===== config.mk =====
export PLATFORM = sky130hd
export DESIGN_NAME = touch_prompt
export DESIGN_NICKNAME = d
export VERILOG_FILES = /design/src/rtl/touch_prompt_pkg.sv /design/src/rtl/touch_prompt.sv
export SDC_FILE = /design/constraint.sdc
export NUM_CORES = 1
export LEC_CHECK = 0
export CAP_MARGIN = 0
export CORE_MARGIN = 2
export CORE_UTILIZATION = 35
export CTS_CLUSTER_DIAMETER = 60
export CTS_CLUSTER_SIZE = 8
export DETAILED_ROUTE_END_ITERATION = 6
export PLACE_DENSITY = 0.64
export SYNTH_ARGS = -nofsm -noshare
export SYNTH_HDL_FRONTEND = slang
export SYNTH_SLANG_ARGS = --single-unit

===== constraint.sdc =====
create_clock -name clk -period 2.6 [get_ports clk]
set_input_delay 0.26 -clock clk [delete_from_list [all_inputs] [get_ports clk]]
set_output_delay 0.26 -clock clk [all_outputs]
set_load 0.02 [all_outputs]

===== src/rtl/touch_prompt_pkg.sv =====
// Shared definitions for the touch prompt driver: bus register map,
// CTRL bit positions and FSM state encodings.
package touch_prompt_pkg;

    // Register addresses on the core bus
    localparam logic [7:0] ADDR_CTRL        = 8'h08;
    localparam logic [7:0] ADDR_STATUS      = 8'h09;
    localparam logic [7:0] ADDR_HALF_PERIOD = 8'h0a;
    localparam logic [7:0] ADDR_COUNT       = 8'h0b;

    // CTRL register bit positions
    localparam int CTRL_START_BIT = 0;
    localparam int CTRL_STOP_BIT  = 1;

    // Prompt FSM states; 2'h3 is never entered and falls back to IDLE
    typedef enum logic [1:0] {
        ST_IDLE = 2'h0,
        ST_ON   = 2'h1,
        ST_OFF  = 2'h2
    } state_e;

endpackage


===== src/rtl/touch_prompt.sv =====
// Touch prompt LED driver. Firmware sets a half-period and a blink count,
// then starts the block; it alternates ON/OFF phases of eff_period cycles
// each, for COUNT on/off cycles or forever when COUNT was 0 at START.
//
// Bus handshake: single-cycle. ready mirrors cs combinationally, read_data
// is valid in the same cycle cs is high, and a write (cs & we) commits on
// the clock edge that ends that cycle. There is no back-pressure.
module touch_prompt
    import touch_prompt_pkg::*;
#(
    parameter int                   CNT_WIDTH           = 24,
    parameter logic [CNT_WIDTH-1:0] DEFAULT_HALF_PERIOD = 24'd3_000_000
) (
    input  logic        clk,
    input  logic        reset,
    input  logic        cs,
    input  logic        we,
    input  logic [7:0]  address,
    input  logic [31:0] write_data,
    output logic [31:0] read_data,
    output logic        ready,
    output logic        led_out
);

    // Configuration registers
    logic [CNT_WIDTH-1:0] r_half_period;
    logic [7:0]           r_count;

    // Pattern state
    state_e               r_state;
    logic                 r_led;
    logic [CNT_WIDTH-1:0] r_phase_ctr;
    logic [7:0]           r_blink_ctr;
    logic                 r_infinite;

    // Bus decode
    logic                 w_wr;
    logic                 w_ctrl_wr;
    logic                 w_start;
    logic                 w_stop;
    logic                 w_busy;
    logic [CNT_WIDTH-1:0] w_eff_period;
    logic [CNT_WIDTH-1:0] w_reload;
    logic                 w_unused;

    assign w_wr      = cs & we;
    assign w_ctrl_wr = w_wr && (address == ADDR_CTRL);
    // STOP dominates a simultaneous START
    assign w_stop    = w_ctrl_wr & write_data[CTRL_STOP_BIT];
    assign w_start   = w_ctrl_wr & write_data[CTRL_START_BIT] & ~write_data[CTRL_STOP_BIT];
    assign w_busy    = (r_state != ST_IDLE);

    // A zero half-period still needs a one-cycle phase
    assign w_eff_period = (r_half_period == '0) ? CNT_WIDTH'(1) : r_half_period;
    assign w_reload     = w_eff_period - CNT_WIDTH'(1);

    // Only the low write_data bits reach registers; fold the rest away
    assign w_unused = ^write_data;

    assign ready   = cs;
    assign led_out = r_led;

    // Combinational read mux; zero when deselected, unmapped or write-only
    always_comb begin
        read_data = '0;
        if (cs) begin
            case (address)
                ADDR_STATUS:      read_data[0]           = w_busy;
                ADDR_HALF_PERIOD: read_data[CNT_WIDTH-1:0] = r_half_period;
                ADDR_COUNT:       read_data[7:0]         = r_count;
                default:          read_data              = '0;
            endcase
        end
    end

    // Configuration register writes
    always_ff @(posedge clk) begin
        if (reset) begin
            r_half_period <= DEFAULT_HALF_PERIOD;
            r_count       <= '0;
        end else if (w_wr) begin
            if (address == ADDR_HALF_PERIOD) begin
                r_half_period <= write_data[CNT_WIDTH-1:0];
            end
            if (address == ADDR_COUNT) begin
                r_count <= write_data[7:0];
            end
        end
    end

    // Prompt FSM with registered LED; counters only decrement when nonzero
    always_ff @(posedge clk) begin
        if (reset) begin
            r_state     <= ST_IDLE;
            r_led       <= 1'b0;
            r_phase_ctr <= '0;
            r_blink_ctr <= '0;
            r_infinite  <= 1'b0;
        end else if (w_stop) begin
            r_state <= ST_IDLE;
            r_led   <= 1'b0;
        end else if (w_start) begin
            // Fresh snapshot of COUNT; restarts from ON even if already busy
            r_state     <= ST_ON;
            r_led       <= 1'b1;
            r_phase_ctr <= w_reload;
            r_blink_ctr <= r_count;
            r_infinite  <= (r_count == 8'd0);
        end else begin
            case (r_state)
                ST_IDLE: begin
                    r_led <= 1'b0;
                end
                ST_ON: begin
                    if (r_phase_ctr == '0) begin
                        r_phase_ctr <= w_reload;
                        r_state     <= ST_OFF;
                        r_led       <= 1'b0;
                    end else begin
                        r_phase_ctr <= r_phase_ctr - CNT_WIDTH'(1);
                    end
                end
                ST_OFF: begin
                    if (r_phase_ctr == '0) begin
                        if (r_infinite) begin
                            r_phase_ctr <= w_reload;
                            r_state     <= ST_ON;
                            r_led       <= 1'b1;
                        end else if (r_blink_ctr == 8'd1) begin
                            r_state <= ST_IDLE;
                            r_led   <= 1'b0;
                        end else begin
                            r_blink_ctr <= r_blink_ctr - 8'd1;
                            r_phase_ctr <= w_reload;
                            r_state     <= ST_ON;
                            r_led       <= 1'b1;
                        end
                    end else begin
                        r_phase_ctr <= r_phase_ctr - CNT_WIDTH'(1);
                    end
                end
                default: begin
                    r_state <= ST_IDLE;
                    r_led   <= 1'b0;
                end
            endcase
        end
    end

endmodule


==> summary.txt, run 1 <==
Run status
  • Outcome: completed

Detailed routing
  • Final WL: 14.4 mm
  • DRT Pass-1 Iters: 5
  • Initial drt markers: 308
  • Via Count: 4829
  • Vias per cell: 5.46
  • ANT nets after route: 0
  • Residual DRC: 0
  • Drt wl/cell: 16.3 um

Power
  • PD cells: 644 nW/um^2
  • Static leakage: 2.53 nW
  • Worst VDD drop: 316 uV
  • Power share of the sequential group: 27.3%
  • P_int: 2.62 mW
  • Clock power frac: 36.5%
  • Logic gate share of total power: 36.2%
  • Psw: 1.40 mW
  • Switching Fraction: 34.8%
  • Design Power: 4.01 mW

Floorplan
  • Initial core utilization: 35.6%
  • Die area: 13700 sq um
  • Die H: 117 um
  • Core Area: 12600 sq um
  • I/O pins: 78
  • Horiz. Die Dim: 117 um
  • Row count: 41

Worst setup path
  • CP Capture Point: r_phase_ctr[16]
  • Critical path startpoint category: flop
  • Stages on worst setup path: 12
  • CP max FO: 4
  • Worst reg-to-reg setup slack: 0.04 ns
  • Slowest cell on the critical path: or4_4
  • Buffer and inverter count on the worst path: 2
  • Critical path type: flop to flop
  • Crit-path cells: or4_4, nor4b_4, a31o_2, inv_2, ha_4, nor4b_4, nand4_1, buf_4, xor2_1, nor2_1, o21ai_1, a21oi_1
  • Reg2Reg Depth: 12
  • Max incr delay on CP: 0.54 ns
  • Critical R2R Capture: r_phase_ctr[16]
  • Crit path max-delay family: simple AND/OR/NAND/NOR gates
  • Worst reg2reg startpoint: r_half_period[19]
  • Crit path from: r_half_period[19]
  • Critical Path End Type: flop
  • Most frequent cell on the critical path: nor4b_4
  • WP data arrival: 2.77 ns
  • Crit path required time: 2.81 ns

Timing
  • Skew final: 0.00721 ns
  • Worst slew pin tran: 0.618 ns
  • Final worst path period need: 2.56 ns
  • Final hold vios: 0
  • Pins Over Slew Limit: 0
  • Setup TNS: 0 ns
  • Period Utilization, post-route: 98.5%
  • RSZ-0062 raised after global routing: true
  • Final setup vio count: 0
  • FMAX: 390 MHz
  • Slew HR: 58.6%

Placed design
  • Buffers on Ports: 61
  • Cell area after placement: 5790 sq um
  • GP Congestion: 0.969
  • Post-DP HPWL: 10.9 mm
  • Placed Instances: 861

Logic synthesis
  • Unique cell type count in the Yosys netlist: 70
  • Syn avg cell area: 7.78 sq um
  • Synth Warn #: 0
  • Post-synth ARST share: 0%
  • Top_reg_cell synth: dfxtp_1
  • Sequential-to-total area share from yosys stat: 30.4%
  • #FFs+latches synth: 68
  • Syn Inst Count: 575
  • Netlist area before placement: 4470 sq um
  • Post-synth EDFFs: 0

Clock network
  • CTS Buf Count: 9
  • Largest buffer count on any clock path: 2
  • CTS tree: done
  • # clock sinks: 68
  • Clock slew at reported path FFs: 0.06 ns
  • H-tree depth: 3
  • Root Driver: clkbuf_16
  • Post-CTS Hold Fix Bufs: 0
  • Clock Latency Late Sink: 0.34 ns

Min path
  • Tightest Hold Check Type: primary input to flop

Cells and area
  • Layout area overhead: 39.3%
  • Nets: 759
  • # diodes: 0
  • Final Non-Filler Cells: 884
  • Share of layout cells above drive strength 1: 20.6%
  • Multi-input logic area: 2950 sq um
  • Final Core Density: 49.6%
  • Most frequent cells in the layout: buf_4 (89), nand2_1 (75), dfxtp_1 (66)
  • Most common cell after layout, fill and taps aside: buf_4
  • Fillers: 1233
  • Flip-flop and latch area: 1360 sq um
  • Final Instance Area: 6230 sq um

GRT
  • First-pass GRT wire length: 23.3 mm
  • Vias in the first global route: 4713
  • Overall Global Routing Usage: 21.7%
  • Initial antenna violation count: 0
  • Overflow left after global routing: 0
  • Largest net degree at the start of global routing: 37

Job
  • Max Cap Viol: 0
## per-stage QoR
step / hold WS (ns) / setup slack [ns]
global route: 0.310 / -0.0518
detailed placement: 0.485 / -0.103
floorplan: 0.384 / -0.00594
finish: 0.307 / 0.0383
global placement: 0.475 / -0.0601
CTS: 0.302 / -0.00220
## kinds of logic (layout without fill, tap and decap cells)
logic type	Yosys count	count (layout)	synth area share [%]
XOR/XNOR	21	21	4.11
AO/OA/AOI/OAI	139	139	19.5
AND/OR/NAND/NOR	270	270	34.4
other	1	8	0.0839
adder cells (fa/ha/maj)	8	8	2.24
flip-flops	68	68	30.4
buffers and inverters	52	182	5.54
multiplexers	16	16	3.61
## sequential cells by signal (all words and copies together), names as in the netlist
name	cells
r_phase_ctr	24
r_half_period	24
r_infinite	1
r_state	2
led_out	1
r_count	8
r_blink_ctr	8
## power groups by stage
| stage | clock network [mW] | registers, mW | logic, mW |
|---|---|---|---|
| 6_report | 1.46 | 1.09 | 1.45 |
| 5_1_grt | 1.52 | 1.10 | 1.59 |
| 4_1_cts | 1.47 | 1.09 | 1.41 |
| 3_5_place_dp | 0 | 1.12 | 1.40 |
| 3_3_place_gp | 0 | 1.11 | 1.39 |
| 2_1_floorplan | 0 | 1.11 | 0.877 |
## layout make-up
| class | count | area share, % |
|---|---|---|
| multi-input combinational | 462 | 47.4 |
| sequential | 68 | 21.9 |
| timing repair buffer | 152 | 20.8 |
| clock buffer | 10 | 3.84 |
| tap | 172 | 3.46 |
| clock inverter | 6 | 1.79 |
| inverter | 14 | 0.844 |
## Yosys cell counts, types with 3 or more instances
library cell	n	area, sq um
and2_1	19	119
nand2b_1	3	18.8
nand4b_1	4	35.0
o32ai_1	4	35.0
nor3_1	18	90.1
or3_1	9	56.3
ha_1	8	100
inv_1	14	52.6
o31ai_1	4	30.0
mux2i_1	15	150
o211ai_1	6	45.0
xor2_1	13	114
buf_2	8	40.0
xnor2_1	8	70.1
nor4b_1	7	61.3
o21ai_0	41	205
clkbuf_1	17	63.8
nor2_1	45	169
dfxtp_1	68	1360
buf_4	9	67.6
a31oi_1	5	31.3
a211oi_1	7	52.6
a32o_1	7	70.1
a21oi_1	48	240
nand3_1	26	130
nor3b_1	3	22.5
nand4_1	11	68.8
nor4_1	16	100
or4_1	5	37.5
nor4_4	4	85.1
nand2_1	75	282
## worst min path at each step
| stage | start | cells past startpoint | slack [ns] | to |
|---|---|---|---|---|
| 2_1_floorplan | write_data[15] | 2 | 0.38 | r_half_period[15] |
| 3_3_place_gp | r_infinite | 2 | 0.47 | r_infinite |
| 3_5_place_dp | r_phase_ctr[5] | 2 | 0.48 | r_phase_ctr[5] |
| 4_1_cts | reset | 2 | 0.30 | r_phase_ctr[4] |
| 5_1_grt | reset | 2 | 0.31 | r_phase_ctr[4] |
| 6_report | reset | 2 | 0.31 | r_phase_ctr[4] |
## per-layer routing
metal | vias to the layer above | share of wire [%] | wire length, um | GRT usage [%]
li1 | 2352 | - | - | -
met1 | 2283 | 45 | 6460 | 28.7
met2 | 174 | 48 | 6950 | 36.5
met3 | 20 | 5.2 | 752 | 2.63
met4 | 0 | 1.6 | 236 | 8.00
met5 | - | 0 | 0 | 0
## repair_timing
action                     in CTS  in global routing
pin swaps                      11                  8
setup endpoints to repair      19                 22
setup buffers                   4                  4
resized for setup              24                  6
gates cloned                    0                  0
(Power assumes the default switching activity.)
==> run 2, diff against run 1 <==
CORE_ASPECT_RATIO = 1.5   (was unset)
CORE_UTILIZATION = 38   (was 35)
GPL_TIMING_DRIVEN = 0   (was unset)
PLACE_DENSITY = 0.68   (was 0.64)
==> summary.txt, run 2 (synthesized netlist as in run 1, its figures left out) <==
Cells and area
  • Most common cell after layout, fill and taps aside: nand2_1 (was buf_4)
  • Fillers: 1063 (was 1233)
  • # diodes: 0 (unchanged)
  • Flip-flop and latch area: 1420 sq um (was 1360 sq um)
  • Multi-input logic area: 3050 sq um (was 2950 sq um)
  • Share of layout cells above drive strength 1: 20.2% (was 20.6%)
  • Nets: 721 (was 759)
  • Most frequent cells in the layout: nand2_1 (74), dfxtp_1 (48), a21oi_1 (46) (was buf_4 (89), nand2_1 (75), dfxtp_1 (66))
  • Top Registers: r_half_period: 24 flops, r_phase_ctr: 24 flops (unchanged)
  • Layout area overhead: 32.6% (was 39.3%)

Power
  • Static leakage: 2.27 nW (was 2.53 nW)
  • Design Power: 3.64 mW (was 4.01 mW)
  • PD cells: 613 nW/um^2 (was 644 nW/um^2)
  • Worst VDD drop: 407 uV (was 316 uV)

Placed design
  • Post-DP HPWL: 11.0 mm (was 10.9 mm)
  • Buffers on Ports: 59 (was 61)
  • GP Congestion: 0.883 (was 0.969)

Worst setup path
  • CP max FO: 3 (was 4)
  • Most frequent cell on the critical path: nor4b_4 (unchanged)
  • WP data arrival: 2.82 ns (was 2.77 ns)
  • Buffer and inverter count on the worst path: 2 (unchanged)
  • Critical Path End Type: flop (unchanged)
  • Crit path required time: 2.78 ns (was 2.81 ns)
  • Crit-path cells: or4_4, nor4b_4, a31o_2, inv_2, ha_4, nor4b_4, nand4_1, buf_4, xor2_1, nor2_1, o21ai_1, a21oi_1 (unchanged)
  • Critical path type: flop to flop (unchanged)
  • Crit path max-delay family: simple AND/OR/NAND/NOR gates (unchanged)
  • Crit path from: r_half_period[16] (was r_half_period[19])
  • Worst reg2reg startpoint: r_half_period[16] (was r_half_period[19])
  • Max incr delay on CP: 0.53 ns (was 0.54 ns)
  • Slowest cell on the critical path: or4_4 (unchanged)
  • Critical path startpoint category: flop (unchanged)

Clock network
  • Largest buffer count on any clock path: 2 (unchanged)
  • CTS Buf Count: 9 (unchanged)
  • Post-CTS Hold Fix Bufs: 0 (unchanged)
  • Root Driver: clkbuf_16 (unchanged)
  • CTS tree: done (unchanged)
  • Clock slew at reported path FFs: 0.06 ns (about the same)
  • Clock Latency Late Sink: 0.34 ns (about the same)
  • H-tree depth: 3 (unchanged)
  • # clock sinks: 68 (unchanged)

Timing
  • FMAX: 379 MHz (was 390 MHz)
  • Final worst path period need: 2.64 ns (was 2.56 ns)
  • Slew HR: 46.2% (was 58.6%)
  • Period Utilization, post-route: 101% (was 98.5%)
  • Skew final: 0.00635 ns (was 0.00721 ns)
  • Pins Over Slew Limit: 0 (unchanged)
  • Worst slew pin tran: 0.801 ns (was 0.618 ns)
  • Setup TNS: -0.0358 ns (was 0 ns)
  • Final setup vio count: 1 (was 0)
  • Final hold vios: 0 (unchanged)
  • RSZ-0062 raised after global routing: true (unchanged)
  • Final Worst Setup Slack: -0.0358 ns (was 0.0383 ns)

Detailed routing
  • Residual DRC: 0 (unchanged)
  • Vias per cell: 5.86 (was 5.46)
  • ANT nets after route: 0 (unchanged)
  • DRT Pass-1 Iters: 5 (unchanged)
  • Final WL: 15.0 mm (was 14.4 mm)
  • Via Count: 4832 (was 4829)
  • Initial drt markers: 372 (was 308)
  • Drt wl/cell: 18.2 um (was 16.3 um)

Run status
  • Failing checks: setup timing
  • Outcome: finished, violations left (was completed)

Min path
  • Hold_sp: address[0] (was reset)
  • Tightest Hold Check Type: primary input to flop (unchanged)

GRT
  • Largest net degree at the start of global routing: 15 (was 37)
  • Overflow left after global routing: 0 (unchanged)
  • Vias in the first global route: 4706 (was 4713)
  • Overall Global Routing Usage: 23.8% (was 21.7%)
  • Initial antenna violation count: 0 (unchanged)
  • First-pass GRT wire length: 23.6 mm (was 23.3 mm)

Floorplan
  • Core Area: 11500 sq um (was 12600 sq um)
  • Row count: 48 (was 41)
  • Horiz. Die Dim: 92.6 um (was 117 um)
  • Initial core utilization: 39.0% (was 35.6%)
  • Die area: 12700 sq um (was 13700 sq um)
  • Die H: 137 um (was 117 um)
  • I/O pins: 78 (unchanged)

Job
  • Max Cap Viol: 0 (unchanged)
## run 2: changes by cell type in the layout (fill, tap and decap cells not counted), sizes merged
cell,delta
buf,-53
clkdlybuf4s15,+8
inv,+3
dlymetal6s2s,-1
clkbuf,+17
bufinv,-3
clkinvlp,+1
dlygate4sd2,-10
## run 2: metal layers
| layer | up-vias | wire (um) | GRT usage (%) |
|---|---|---|---|
| li1 | 2280 | - | - |
| met1 | 2300 | 5520 | 24.1 |
| met2 | 205 | 8040 | 45.1 |
| met3 | 47 | 795 | 3.47 |
| met4 | 0 | 672 | 14.3 |
| met5 | - | 0 | 0 |
## run 2: worst paths after layout
kind	cells after the start	to	slack, ns
max reg2reg	12	r_phase_ctr[16]	-0.04
min	4	r_half_period[11]	0.33
max	12	r_phase_ctr[16]	-0.04
min reg2reg	2	r_half_period[10]	0.50
## run 2: report_power, final
part           internal, mW  switching, mW  total [mW]
clock                 0.659          0.524        1.18
sequential             1.05         0.0277        1.08
combinational         0.494          0.883        1.38
## run 2: cell type report
cell class	count	share of cell area, %
flip-flops and latches	68	24.0
plain buffers	34	3.23
clock inverters	7	0.992
repair buffers	80	12.5
well taps	150	3.16
clock buffers	9	3.80
multi-input cells	462	51.4
inverters	14	0.886
## run 2: timing repair
item / CTS / global route
resized for setup: 90 / 20
pin swaps: 14 / 15
setup buffers: 13 / 9
endpoints found under the setup margin: 55 / 38
## run 2: worst min-delay path, delay by kind of cell
kind / cells / cell delay, ns
simple gates: 2 / 0.17
buf+inv: 1 / 0.14
compound gates: 1 / 0.05
## run 2: through the flow
| stage | cell area, sq um | setup slack (ns) | util [%] | instances | hold slack, ns |
|---|---|---|---|---|---|
| global placement | 5290 | -0.955 | 46.1 | 791 | 0.475 |
| global route | 5930 | -0.167 | 51.7 | 824 | 0.377 |
| CTS | 5820 | -0.0139 | 50.8 | 816 | 0.322 |
| floorplan | 4510 | -0.00594 | - | 582 | 0.384 |
| finish | 5930 | -0.0358 | 51.7 | 824 | 0.326 |
| detailed placement | 5290 | -1.05 | 46.1 | 791 | 0.489 |
==> run 3, diff against run 2 <==
PLACE_DENSITY = unset   (was 0.68)
PLACE_DENSITY_LB_ADDON = 0.1   (was unset)
REMOVE_ABC_BUFFERS = 1   (was unset)
clock period = 2.84 ns   (was 2.6 ns; I/O delays follow)
==> summary.txt, run 3 (synthesized netlist as in run 1, its figures left out) <==
Run status
  • Outcome: completed (was finished, violations left)

Timing
  • Period Utilization, post-route: 97.6%
  • Final setup vio count: 0 (was 1)
  • Worst slew pin tran: 0.913 ns (was 0.801 ns)
  • Final Worst Setup Slack: 0.0681 ns (was -0.0358 ns)
  • Worst hold margin: 0.410 ns (was 0.326 ns)
  • Pins Over Slew Limit: 0 (unchanged)
  • FMAX: 361 MHz
  • Skew final: 0.00729 ns (was 0.00635 ns)
  • RSZ-0062 raised after global routing: true (unchanged)
  • Slew HR: 39.0% (was 46.2%)
  • Final hold vios: 0 (unchanged)
  • Final worst path period need: 2.77 ns

Detailed routing
  • Residual DRC: 0 (unchanged)
  • ANT nets after route: 0 (unchanged)
  • Drt wl/cell: 18.5 um (was 18.2 um)
  • Via Count: 4568 (was 4832)
  • Initial drt markers: 210 (was 372)
  • Final WL: 14.6 mm (was 15.0 mm)
  • DRT Pass-1 Iters: 5 (unchanged)
  • Vias per cell: 5.80 (was 5.86)

Placed design
  • Placed Instances: 758 (was 791)
  • Buffers on Ports: 61 (was 59)
  • GP Congestion: 0.884 (was 0.883)
  • Post-Place Worst Slack: -1.08 ns (was -1.05 ns)
  • Post-DP HPWL: 10.1 mm (was 11.0 mm)

Power
  • PD cells: 618 nW/um^2 (was 613 nW/um^2)
  • Worst VDD drop: 365 uV (was 407 uV)
  • Static leakage: 2.24 nW (was 2.27 nW)

Clock network
  • Clock slew at reported path FFs: 0.06 ns (about the same)
  • H-tree depth: 3 (unchanged)
  • CTS Buf Count: 9 (unchanged)
  • Root Driver: clkbuf_16 (unchanged)
  • Clock Latency Late Sink: 0.34 ns (about the same)
  • Post-CTS Hold Fix Bufs: 0 (unchanged)
  • Largest buffer count on any clock path: 2 (unchanged)
  • # clock sinks: 68 (unchanged)
  • CTS tree: done (unchanged)

Min path
  • Hold Path End: r_half_period[11] (unchanged)
  • Hold_sp: reset (was address[0])
  • Hold Crit Depth: 2 (was 4)
  • Tightest Hold Check Type: primary input to flop (unchanged)

GRT
  • Largest net degree at the start of global routing: 31 (was 15)
  • Initial antenna violation count: 0 (unchanged)
  • Met1 usage: 28.6% (was 24.1%)
  • Met2 global-route usage: 39.4% (was 45.1%)
  • Overflow left after global routing: 0 (unchanged)
  • Overall Global Routing Usage: 23.0% (was 23.8%)
  • Vias in the first global route: 4481 (was 4706)
  • Met3 usage in global routing: 3.19% (was 3.47%)
  • First-pass GRT wire length: 23.0 mm (was 23.6 mm)
  • GRT Max-Usage Layer: met2 (unchanged)

Floorplan
  • Initial core utilization: 39.0% (unchanged)
  • Core Area: 11500 sq um (unchanged)
  • Die area: 12700 sq um (unchanged)
  • I/O pins: 78 (unchanged)
  • Horiz. Die Dim: 92.6 um (unchanged)
  • Row count: 48 (unchanged)
  • Die H: 137 um (unchanged)

Cells and area
  • Final Non-Filler Cells: 787 (was 824)
  • Most frequent cells in the layout: nand2_1 (74), clkdlybuf4s50_1 (54), dfxtp_1 (50) (was nand2_1 (74), dfxtp_1 (48), a21oi_1 (46))
  • Layout area overhead: 29.6% (was 32.6%)
  • # diodes: 0 (unchanged)
  • Top Registers: r_half_period: 24 flops, r_phase_ctr: 24 flops (unchanged)
  • Nets: 684 (was 721)
  • Share of layout cells above drive strength 1: 14.6% (was 20.2%)
  • Most common cell after layout, fill and taps aside: nand2_1 (unchanged)

Worst setup path
  • Max incr delay on CP: 0.61 ns (was 0.53 ns)
  • Critical path type: primary input to primary output (was flop to flop)
  • CP max FO: 16 (was 3)
  • Critical R2R Capture: r_phase_ctr[16] (unchanged)
  • Crit path required time: 2.56 ns (was 2.78 ns)
  • Critical path startpoint category: primary input (was flop)
  • Critical Path End Type: primary output (was flop)
  • Worst reg2reg startpoint: r_half_period[16] (unchanged)
  • WP data arrival: 2.49 ns (was 2.82 ns)
  • Reg2Reg Depth: 11 (was 12)
  • Worst reg-to-reg setup slack: 0.13 ns (was -0.04 ns)
  • Crit-path cells: clkdlybuf4s50_1, nor4b_4, and2_1, nand2_4, nor2_4, buf_12, and2_1, clkdlybuf4s50_1 (was or4_4, nor4b_4, a31o_2, inv_2, ha_4, nor4b_4, nand4_1, buf_4, xor2_1, nor2_1, o21ai_1, a21oi_1)
  • Slowest cell on the critical path: clkdlybuf4s50_1 (was or4_4)

Job
  • Max Cap Viol: 0 (unchanged)
## run 3: cell count changes in the layout (fill, tap and decap cells not counted), sizes merged, moves of 2 or more
cell,delta
buf,-23
clkbuf,-17
clkdlybuf4s50,+11
clkdlybuf4s15,-8
dlygate4sd2,-6
dlymetal6s2s,+6
bufinv,+3
inv,-3
clkinvlp,-2
## run 3: worst max path at each step
| stage | endpoint | startpoint | depth (start not counted) |
|---|---|---|---|
| CTS | r_phase_ctr[18] | r_half_period[1] | 11 |
| global route | r_phase_ctr[18] | r_half_period[12] | 11 |
| detailed placement | r_phase_ctr[23] | address[0] | 7 |
| floorplan | r_phase_ctr[13] | r_phase_ctr[0] | 8 |
| finish | read_data[15] | address[4] | 8 |
| global placement | r_phase_ctr[5] | address[0] | 7 |
## run 3: timing repair
| item | in CTS | in global routing |
|---|---|---|
| endpoints found under the hold margin | 0 | 0 |
| resized for setup | 22 | 32 |
| buffers inserted | 7 | 5 |
| pin swaps | 5 | 3 |
| setup endpoints to repair | 51 | 47 |
| cloned | 0 | 1 |
## run 3: area by class of cell
type / count / area (sq um)
flip-flops and latches: 68 / 1390
multi-input cells: 463 / 3040
clock inverters: 6 / 113
well taps: 150 / 188
clock buffers: 10 / 229
fillers: 1134 / 5670
inverters: 14 / 52.6
repair buffers: 76 / 782
## run 3: worst max-delay path: cells and delay by family
family | cells | cell delay [ns]
buffers and inverters | 3 | 1.20
and+or+nand+nor | 5 | 1.01
## run 3: where the power goes
part | switching [mW] | leakage [nW] | internal, mW | total, mW
Sequential | 0.0265 | 0.552 | 0.972 | 0.999
Combinational | 0.805 | 1.52 | 0.488 | 1.29
Clock | 0.432 | 0.167 | 0.859 | 1.29
## run 3: through the flow
step / TNS [ns] / util (%) / cell area, sq um / power (mW)
global placement: -58.89 / 44.5 / 5100 / 2.11
floorplan: 0 / - / 4300 / 1.75
global route: -0.0264 / 50.5 / 5800 / 3.76
detailed placement: -38.45 / 44.9 / 5150 / 2.13
CTS: 0 / 49.2 / 5640 / 3.45
finish: 0 / 50.5 / 5800 / 3.58
## run 3: metal layers
| metal | vias to the layer above | wire length [um] | share of wire (%) |
|---|---|---|---|
| met1 | 2184 | 6180 | 42 |
| met2 | 143 | 7390 | 51 |
| li1 | 2208 | - | - |
| met3 | 33 | 551 | 3.8 |
| met5 | - | 0 | 0 |
| met4 | 0 | 430 | 3.0 |
